$ cat src/rtl/pingpong_bank_sched_if.sv
// Host, BRAM-bank and multiplier-tree signals of the ping-pong bank scheduler.
// The scheduler binds to the slave modport; the host/bench side uses master.
interface pingpong_bank_sched_if #(
  parameter int unsigned AW = 11
);
  logic          in_vld;
  logic          in_ready;
  logic [1:0]    mode;
  logic [1:0]    bank_we;
  logic [AW-1:0] bank_waddr;
  logic [1:0]    bank_re;
  logic [AW-1:0] bank_raddr;
  logic          rd_bank;
  logic          half_sel;
  logic          mul_stb;
  logic          out_vld;
  logic [1:0]    bank_full;
  logic [11:0]   out_cnt;
  logic          stop;

  modport master (
    output in_vld, mode, out_vld,
    input  in_ready, bank_we, bank_waddr, bank_re, bank_raddr, rd_bank, half_sel, mul_stb,
           bank_full, out_cnt, stop
  );

  modport slave (
    input  in_vld, mode, out_vld,
    output in_ready, bank_we, bank_waddr, bank_re, bank_raddr, rd_bank, half_sel, mul_stb,
           bank_full, out_cnt, stop
  );
endinterface

$ cat src/rtl/pingpong_bank_sched.sv
// Ping-pong scheduler: the host fills one 256-bit bank while the other is streamed to the
// bf16 multiplier tree as 128-bit halves; counts tree strobes and raises a sticky stop.
module pingpong_bank_sched #(
  parameter int unsigned AW     = 11,
  parameter int unsigned DEPTH  = 2048,
  parameter int unsigned CNT_M0 = 512,
  parameter int unsigned CNT_MX = 2048
) (
  input logic                  clk,
  input logic                  rst,
  pingpong_bank_sched_if.slave bus_io
);

  typedef enum logic [1:0] {BkEmpty, BkFilling, BkFull, BkDraining} bank_st_e;
  typedef enum logic [1:0] {StIdle, StRun, StTail} drain_st_e;

  localparam logic [AW-1:0] LastAddr = AW'(DEPTH - 1);
  localparam logic [11:0]   TgtM0    = 12'(CNT_M0);
  localparam logic [11:0]   TgtMx    = 12'(CNT_MX);

  bank_st_e      bank_q [2];
  drain_st_e     st_q;
  logic          fsel_q, dsel_q, phase_q;
  logic [AW-1:0] wptr_q, rptr_q;
  logic [1:0]    mode_q;
  logic          mode_vld_q;
  logic [11:0]   cnt_q;
  logic          stop_q;
  logic [1:0]    re_q;
  logic          stb_q, half_q, rdb_q;

  logic          in_ready, accept, fill_last, stop_d;
  logic [11:0]   target;
  logic [1:0]    full_nxt;

  always_comb begin
    in_ready  = !stop_q && (bank_q[fsel_q] == BkEmpty || bank_q[fsel_q] == BkFilling);
    accept    = bus_io.in_vld && in_ready;
    fill_last = accept && (wptr_q == LastAddr);
    target    = (mode_q == 2'd0) ? TgtM0 : TgtMx;
    stop_d    = stop_q || (cnt_q == target);
    // FULL as seen after this edge, so a bank completing now can be chained without a gap
    for (int b = 0; b < 2; b++) begin
      full_nxt[b] = (bank_q[b] == BkFull) || (fill_last && (fsel_q == 1'(b)));
    end
  end

  always_ff @(posedge clk) begin
    if (rst) begin
      bank_q[0]  <= BkEmpty;
      bank_q[1]  <= BkEmpty;
      st_q       <= StIdle;
      fsel_q     <= 1'b0;
      dsel_q     <= 1'b0;
      phase_q    <= 1'b0;
      wptr_q     <= '0;
      rptr_q     <= '0;
      mode_q     <= 2'd0;
      mode_vld_q <= 1'b0;
      cnt_q      <= '0;
      stop_q     <= 1'b0;
      re_q       <= 2'b00;
      stb_q      <= 1'b0;
      half_q     <= 1'b0;
      rdb_q      <= 1'b0;
    end else begin
      if (accept) begin
        if (!mode_vld_q) begin
          mode_q     <= bus_io.mode;
          mode_vld_q <= 1'b1;
        end
        if (fill_last) begin
          bank_q[fsel_q] <= BkFull;
          wptr_q         <= '0;
          fsel_q         <= ~fsel_q;
        end else begin
          bank_q[fsel_q] <= BkFilling;
          wptr_q         <= wptr_q + AW'(1);
        end
      end
      if (bus_io.out_vld && cnt_q != 12'hfff) begin
        cnt_q <= cnt_q + 12'd1;
      end
      stop_q <= stop_d;

      // Drain side; the assignments below override the fill update when a bank goes
      // FULL and is chained into DRAINING on the same edge.
      unique case (st_q)
        StIdle: begin
          re_q   <= 2'b00;
          stb_q  <= 1'b0;
          half_q <= 1'b0;
          if (bank_q[dsel_q] == BkFull && !stop_q) begin
            bank_q[dsel_q] <= BkDraining;
            st_q           <= StRun;
            phase_q        <= 1'b0;
            re_q           <= {dsel_q, ~dsel_q};
          end
        end
        StRun: begin
          stb_q <= 1'b1;
          rdb_q <= dsel_q;
          if (!phase_q) begin
            phase_q <= 1'b1;
            re_q    <= 2'b00;
            half_q  <= 1'b0;
          end else begin
            phase_q <= 1'b0;
            half_q  <= 1'b1;
            if (rptr_q != LastAddr) begin
              rptr_q <= rptr_q + AW'(1);
              re_q   <= {dsel_q, ~dsel_q};
            end else begin
              rptr_q         <= '0;
              bank_q[dsel_q] <= BkEmpty;
              dsel_q         <= ~dsel_q;
              if (full_nxt[~dsel_q] && !stop_d) begin
                bank_q[~dsel_q] <= BkDraining;
                re_q            <= {~dsel_q, dsel_q};
              end else begin
                re_q <= 2'b00;
                st_q <= StTail;
              end
            end
          end
        end
        StTail: begin
          st_q   <= StIdle;
          re_q   <= 2'b00;
          stb_q  <= 1'b0;
          half_q <= 1'b0;
        end
        default: st_q <= StIdle;
      endcase
    end
  end

  assign bus_io.in_ready   = in_ready;
  assign bus_io.bank_we    = accept ? {fsel_q, ~fsel_q} : 2'b00;
  assign bus_io.bank_waddr = wptr_q;
  assign bus_io.bank_re    = re_q;
  assign bus_io.bank_raddr = rptr_q;
  assign bus_io.rd_bank    = rdb_q;
  assign bus_io.half_sel   = half_q;
  assign bus_io.mul_stb    = stb_q;
  assign bus_io.bank_full  = {bank_q[1] == BkFull, bank_q[0] == BkFull};
  assign bus_io.out_cnt    = cnt_q;
  assign bus_io.stop       = stop_q;

endmodule

$ cat src/flat_wrapper.sv
// flat-port wrapper written by rule: the top's interface ports become plain ports
module pingpong_bank_sched_flat 
#(
  parameter int unsigned AW     = 11,
  parameter int unsigned DEPTH  = 2048,
  parameter int unsigned CNT_M0 = 512,
  parameter int unsigned CNT_MX = 2048
)
  (clk, rst, bus_io_in_vld, bus_io_mode, bus_io_out_vld, bus_io_in_ready, bus_io_bank_we, bus_io_bank_waddr, bus_io_bank_re, bus_io_bank_raddr, bus_io_rd_bank, bus_io_half_sel, bus_io_mul_stb, bus_io_bank_full, bus_io_out_cnt, bus_io_stop);
  pingpong_bank_sched_if #(.AW(AW)) bus_io_i ();
  input logic clk;
  input logic rst;
  input wire logic [$bits(bus_io_i.in_vld)-1:0] bus_io_in_vld;
  input wire logic [$bits(bus_io_i.mode)-1:0] bus_io_mode;
  input wire logic [$bits(bus_io_i.out_vld)-1:0] bus_io_out_vld;
  output wire logic [$bits(bus_io_i.in_ready)-1:0] bus_io_in_ready;
  output wire logic [$bits(bus_io_i.bank_we)-1:0] bus_io_bank_we;
  output wire logic [$bits(bus_io_i.bank_waddr)-1:0] bus_io_bank_waddr;
  output wire logic [$bits(bus_io_i.bank_re)-1:0] bus_io_bank_re;
  output wire logic [$bits(bus_io_i.bank_raddr)-1:0] bus_io_bank_raddr;
  output wire logic [$bits(bus_io_i.rd_bank)-1:0] bus_io_rd_bank;
  output wire logic [$bits(bus_io_i.half_sel)-1:0] bus_io_half_sel;
  output wire logic [$bits(bus_io_i.mul_stb)-1:0] bus_io_mul_stb;
  output wire logic [$bits(bus_io_i.bank_full)-1:0] bus_io_bank_full;
  output wire logic [$bits(bus_io_i.out_cnt)-1:0] bus_io_out_cnt;
  output wire logic [$bits(bus_io_i.stop)-1:0] bus_io_stop;
  assign bus_io_i.in_vld = bus_io_in_vld;
  assign bus_io_i.mode = bus_io_mode;
  assign bus_io_i.out_vld = bus_io_out_vld;
  assign bus_io_in_ready = bus_io_i.in_ready;
  assign bus_io_bank_we = bus_io_i.bank_we;
  assign bus_io_bank_waddr = bus_io_i.bank_waddr;
  assign bus_io_bank_re = bus_io_i.bank_re;
  assign bus_io_bank_raddr = bus_io_i.bank_raddr;
  assign bus_io_rd_bank = bus_io_i.rd_bank;
  assign bus_io_half_sel = bus_io_i.half_sel;
  assign bus_io_mul_stb = bus_io_i.mul_stb;
  assign bus_io_bank_full = bus_io_i.bank_full;
  assign bus_io_out_cnt = bus_io_i.out_cnt;
  assign bus_io_stop = bus_io_i.stop;
  pingpong_bank_sched #(.AW(AW), .DEPTH(DEPTH), .CNT_M0(CNT_M0), .CNT_MX(CNT_MX)) u_core (.clk(clk), .rst(rst), .bus_io(bus_io_i));
endmodule
$ cat config.mk
export PLATFORM = sky130hd
export DESIGN_NAME = pingpong_bank_sched_flat
export DESIGN_NICKNAME = d
export VERILOG_FILES = /design/src/rtl/pingpong_bank_sched_if.sv /design/src/rtl/pingpong_bank_sched.sv /design/src/flat_wrapper.sv
export SDC_FILE = /design/constraint.sdc
export NUM_CORES = 1
export LEC_CHECK = 0
export CAP_MARGIN = 25
export CELL_PAD_IN_SITES_DETAIL_PLACEMENT = 1
export CELL_PAD_IN_SITES_GLOBAL_PLACEMENT = 2
export CORE_ASPECT_RATIO = 2
export CORE_UTILIZATION = 30
export CTS_BUF_LIST = sky130_fd_sc_hd__clkbuf_8 sky130_fd_sc_hd__clkbuf_16
export CTS_CLUSTER_SIZE = 8
export DETAILED_ROUTE_END_ITERATION = 8
export MAX_ROUTING_LAYER = met4
export PLACE_DENSITY_LB_ADDON = 0.3
export SKIP_CTS_REPAIR_TIMING = 1
export SLEW_MARGIN = 10
export SYNTH_ARGS = -nofsm -noshare
export SYNTH_HDL_FRONTEND = slang
export SYNTH_SLANG_ARGS = --single-unit
$ cat constraint.sdc
create_clock -name clk -period 2.15 [get_ports clk]
set_clock_uncertainty 0.15 [all_clocks]
set_input_delay 0.5375 -clock clk [delete_from_list [all_inputs] [get_ports clk]]
set_output_delay 0.5375 -clock clk [all_outputs]
set_load 0.005 [all_outputs]
==> results of run 1 <==
==> power by group <==
group          leakage (nW)  internal, mW  switching (mW)
Clock                0.0729         0.462           0.377
Combinational         0.911        0.0707          0.0592
Sequential            0.438          1.01          0.0114
Total                  1.42          1.55           0.447
==> flip-flops by register name, summed over array words and instances, names as in the netlist, named ones only <==
register,cells
u_core.mode_q,2
u_core.bank_q,4
u_core.dsel_q,1
u_core.phase_q,1
u_core.bus_io.bank_waddr,11
u_core.bus_io.rd_bank,1
u_core.bus_io.out_cnt,12
u_core.bus_io.stop,1
u_core.st_q,2
u_core.fsel_q,1
u_core.mode_vld_q,1
u_core.bus_io.bank_re,2
u_core.bus_io.half_sel,1
u_core.bus_io.mul_stb,1
u_core.bus_io.bank_raddr,11
==> synth_stat cells, types with 2 or more instances <==
master    count
a21o_1        2
a21oi_1      14
a31oi_1       3
a32oi_1       2
a41oi_1       2
and2_1        5
and3_1        7
and4_1        3
clkbuf_1      9
dfxtp_1      54
ha_1          8
inv_1        10
mux2i_1       6
nand2_1      25
nand2b_1      5
nand3_1      16
nand4_1       6
nor2_1       49
nor2b_1       6
nor3_1       12
nor4_1        2
nor4_2        2
o21ai_0       5
o22ai_1       2
xnor2_1       7
xor2_1       21
==> through the flow <==
step,cells,setup WS [ns]
final,487,0.0688
after global routing,487,0.00653
after floorplan,307,0.168
after CTS,486,-0.612
after detailed placement,478,-0.596
after global placement,478,-0.602
==> layer usage <==
layer  wire length [µm]  part of all wire [%]  vias up
li1                   -                     -     1212
met4                140                   1.8        0
met5                  0                     0        -
met1               2760                    36     1204
met3                200                   2.6        9
met2               4520                    59       42
==> final cells by class <==
class | instances | area, µm²
Timing Repair Buffer | 83 | 779
Sequential cell | 54 | 1080
Clock buffer | 6 | 139
Clock inverter | 2 | 12.5
Multi-Input combinational cell | 232 | 1510
Inverter | 10 | 37.5
Fill cell | 1018 | 4840
Tap cell | 100 | 125
==> worst register-to-register path, stage by stage (launching register included) <==
cell and delay, ns:
dfxtp_2 0.36, ha_4 0.15, and4_4 0.25, nand3_4 0.10
nor4_4 0.29, o21ai_2 0.12, or2_4 0.30, a311oi_2 0.23
==> final timing paths <==
check	to	cells after the start	from
setup / recovery	bus_io_bank_full[1]	2	u_core.bank_q[1][1]
hold reg to reg	u_core.bus_io.bank_re[1]	2	u_core.bus_io.bank_re[1]
hold / removal	u_core.bus_io.bank_re[1]	2	u_core.bus_io.bank_re[1]
setup reg to reg	u_core.bank_q[0][0]	7	u_core.bus_io.bank_waddr[0]
==> logic make-up after synthesis <==
family / after synthesis
and+or+nand+nor: 151
DFF: 54
AOI/OAI and AO/OA: 39
xor gates and xnor gates: 28
buffers and inverters: 21
adders and majority gates: 8
muxes: 6
==> flow_summary.json, run 1 <==
{
  "power_mw": 1.99,
  "worst_slew_pin_slew_ns": 0.470,
  "finalCritPeriodShare_pct": 96.8,
  "grt_start_max_net_pins": 34,
  "p_leak_nw": 1.42,
  "cp-start-kind": "register",
  "vias": 2467,
  "vdd_drop_max_v": 0.000369,
  "synth_top_cell_by_area": "dfxtp_1",
  "synthCells": 307,
  "top_usage_layer": "met2",
  "grt_pass1_vias": 2594,
  "fp.dieW_um": 68.1,
  "io_buffers": 50,
  "design.die.area_um2": 9150,
  "dp.final_hpwl_um": 5880,
  "rows": 48,
  "ant_nets": 0,
  "cp-end-kind": "output port",
  "gp_congestion": 0.812,
  "synth_mux_area_share_pct": 2.29,
  "final_cell_mix": "51 x dfxtp_1, 48 x nor2_1, 46 x clkdlybuf4s50_1",
  "crit_chain": "nor2b_4 > clkdlybuf4s50_1",
  "max_freq_mhz": 480,
  "ys_seq_area_share_pct": 41.2,
  "grt_setup_unrepaired": "false",
  "syn-cell-area_um2": 2630,
  "whs_ns": 0.335,
  "globalRouteOverflowTotal": 0,
  "max_stage_delay_ns": 0.52,
  "clkTransAtPathRegs_ns": 0.07,
  "ys.flop_type": "dfxtp_1",
  "fp.dieH_um": 134,
  "slew_headroom_pct": 68.4,
  "cts_sinks": 54,
  "root_buffer": "clkbuf_16",
  "synth_top_area_share_pct": 41.2,
  "synth_seq_cells": 54,
  "nets": 400,
  "grt_pass1_wl_um": 12400,
  "area_growth_pct": 40.7,
  "slowest_stage": "clkdlybuf4s50_1",
  "worst-setup-path-type": "register to output port",
  "setup_violations": 0,
  "async_reset_ff_share_pct": 0,
  "use_met3_pct": 3.32,
  "cp_num_buf_inv": 1,
  "p_per_area_nw_per_um2": 540,
  "synthAdderAreaFrac_pct": 3.81,
  "synth_top_family_by_area": "simple AND/OR/NAND/NOR gates",
  "drc_errors": 0,
  "hold_viol_final": 0,
  "worstHoldPathType": "register to register",
  "cts_buffer_depth": 2,
  "start_util_pct": 30.8,
  "critPathMaxFanout": 4,
  "yosysWarnings": 0,
  "synth-compound-area-share_pct": 9.87,
  "h-tree-depth": 2,
  "drive_above_1_share_pct": 17.1,
  "ios": 51,
  "max_cap_viol_count": 0,
  "gr-usage-all-layers_pct": 18.8,
  "synth_edf_count": 0,
  "gr-usage-met1_pct": 17.7,
  "cp.arrival_ns": 1.39,
  "fin_area_um2": 3690,
  "synth-simple-area-share_pct": 30.5,
  "rrSetupSlack_ns": 0.11,
  "synth_cell_type_count": 50,
  "utilization_pct": 43.3,
  "core_area_um2": 8530,
  "clkLatencyLatePin_ns": 0.30,
  "syn_avg_cell_area_um2": 8.55,
  "cp_top_family": "buffers and inverters",
  "synth-xor-area-share_pct": 9.34,
  "layout_commonest_cell": "dfxtp_1",
  "grt.met2_usage_pct": 35.5,
  "numCtsBuffers": 5,
  "dpl-instance-area_um2": 3470,
  "routed_wirelength_um": 7620,
  "period_minus_slack_ns": 2.08,
  "dr.pass1.iters": 4,
  "antenna_found_initial": 0,
  "worstPathRequired_ns": 1.46,
  "routedWlPerCell_um": 15.6,
  "tns_ns": 0,
  "cts_tree": "built",
  "outcome": "completed",
  "final_max_slew_viol_count": 0,
  "num_antenna_cells": 0,
  "synthTopCellsByArea": "dfxtp_1 41%, nor2_1 7.0%, xor2_1 7.0%",
  "drt_iter0_drc": 52,
  "via_per_inst": 5.07,
  "synth_nets": 321
}
Power figures use the tool's default switching activity.
==> run 2, diff against run 1 <==
SLEW_MARGIN = 20   (was 10)
==> results of run 2 <==
Final layout, timing and power as in run 1 (identical DEF).
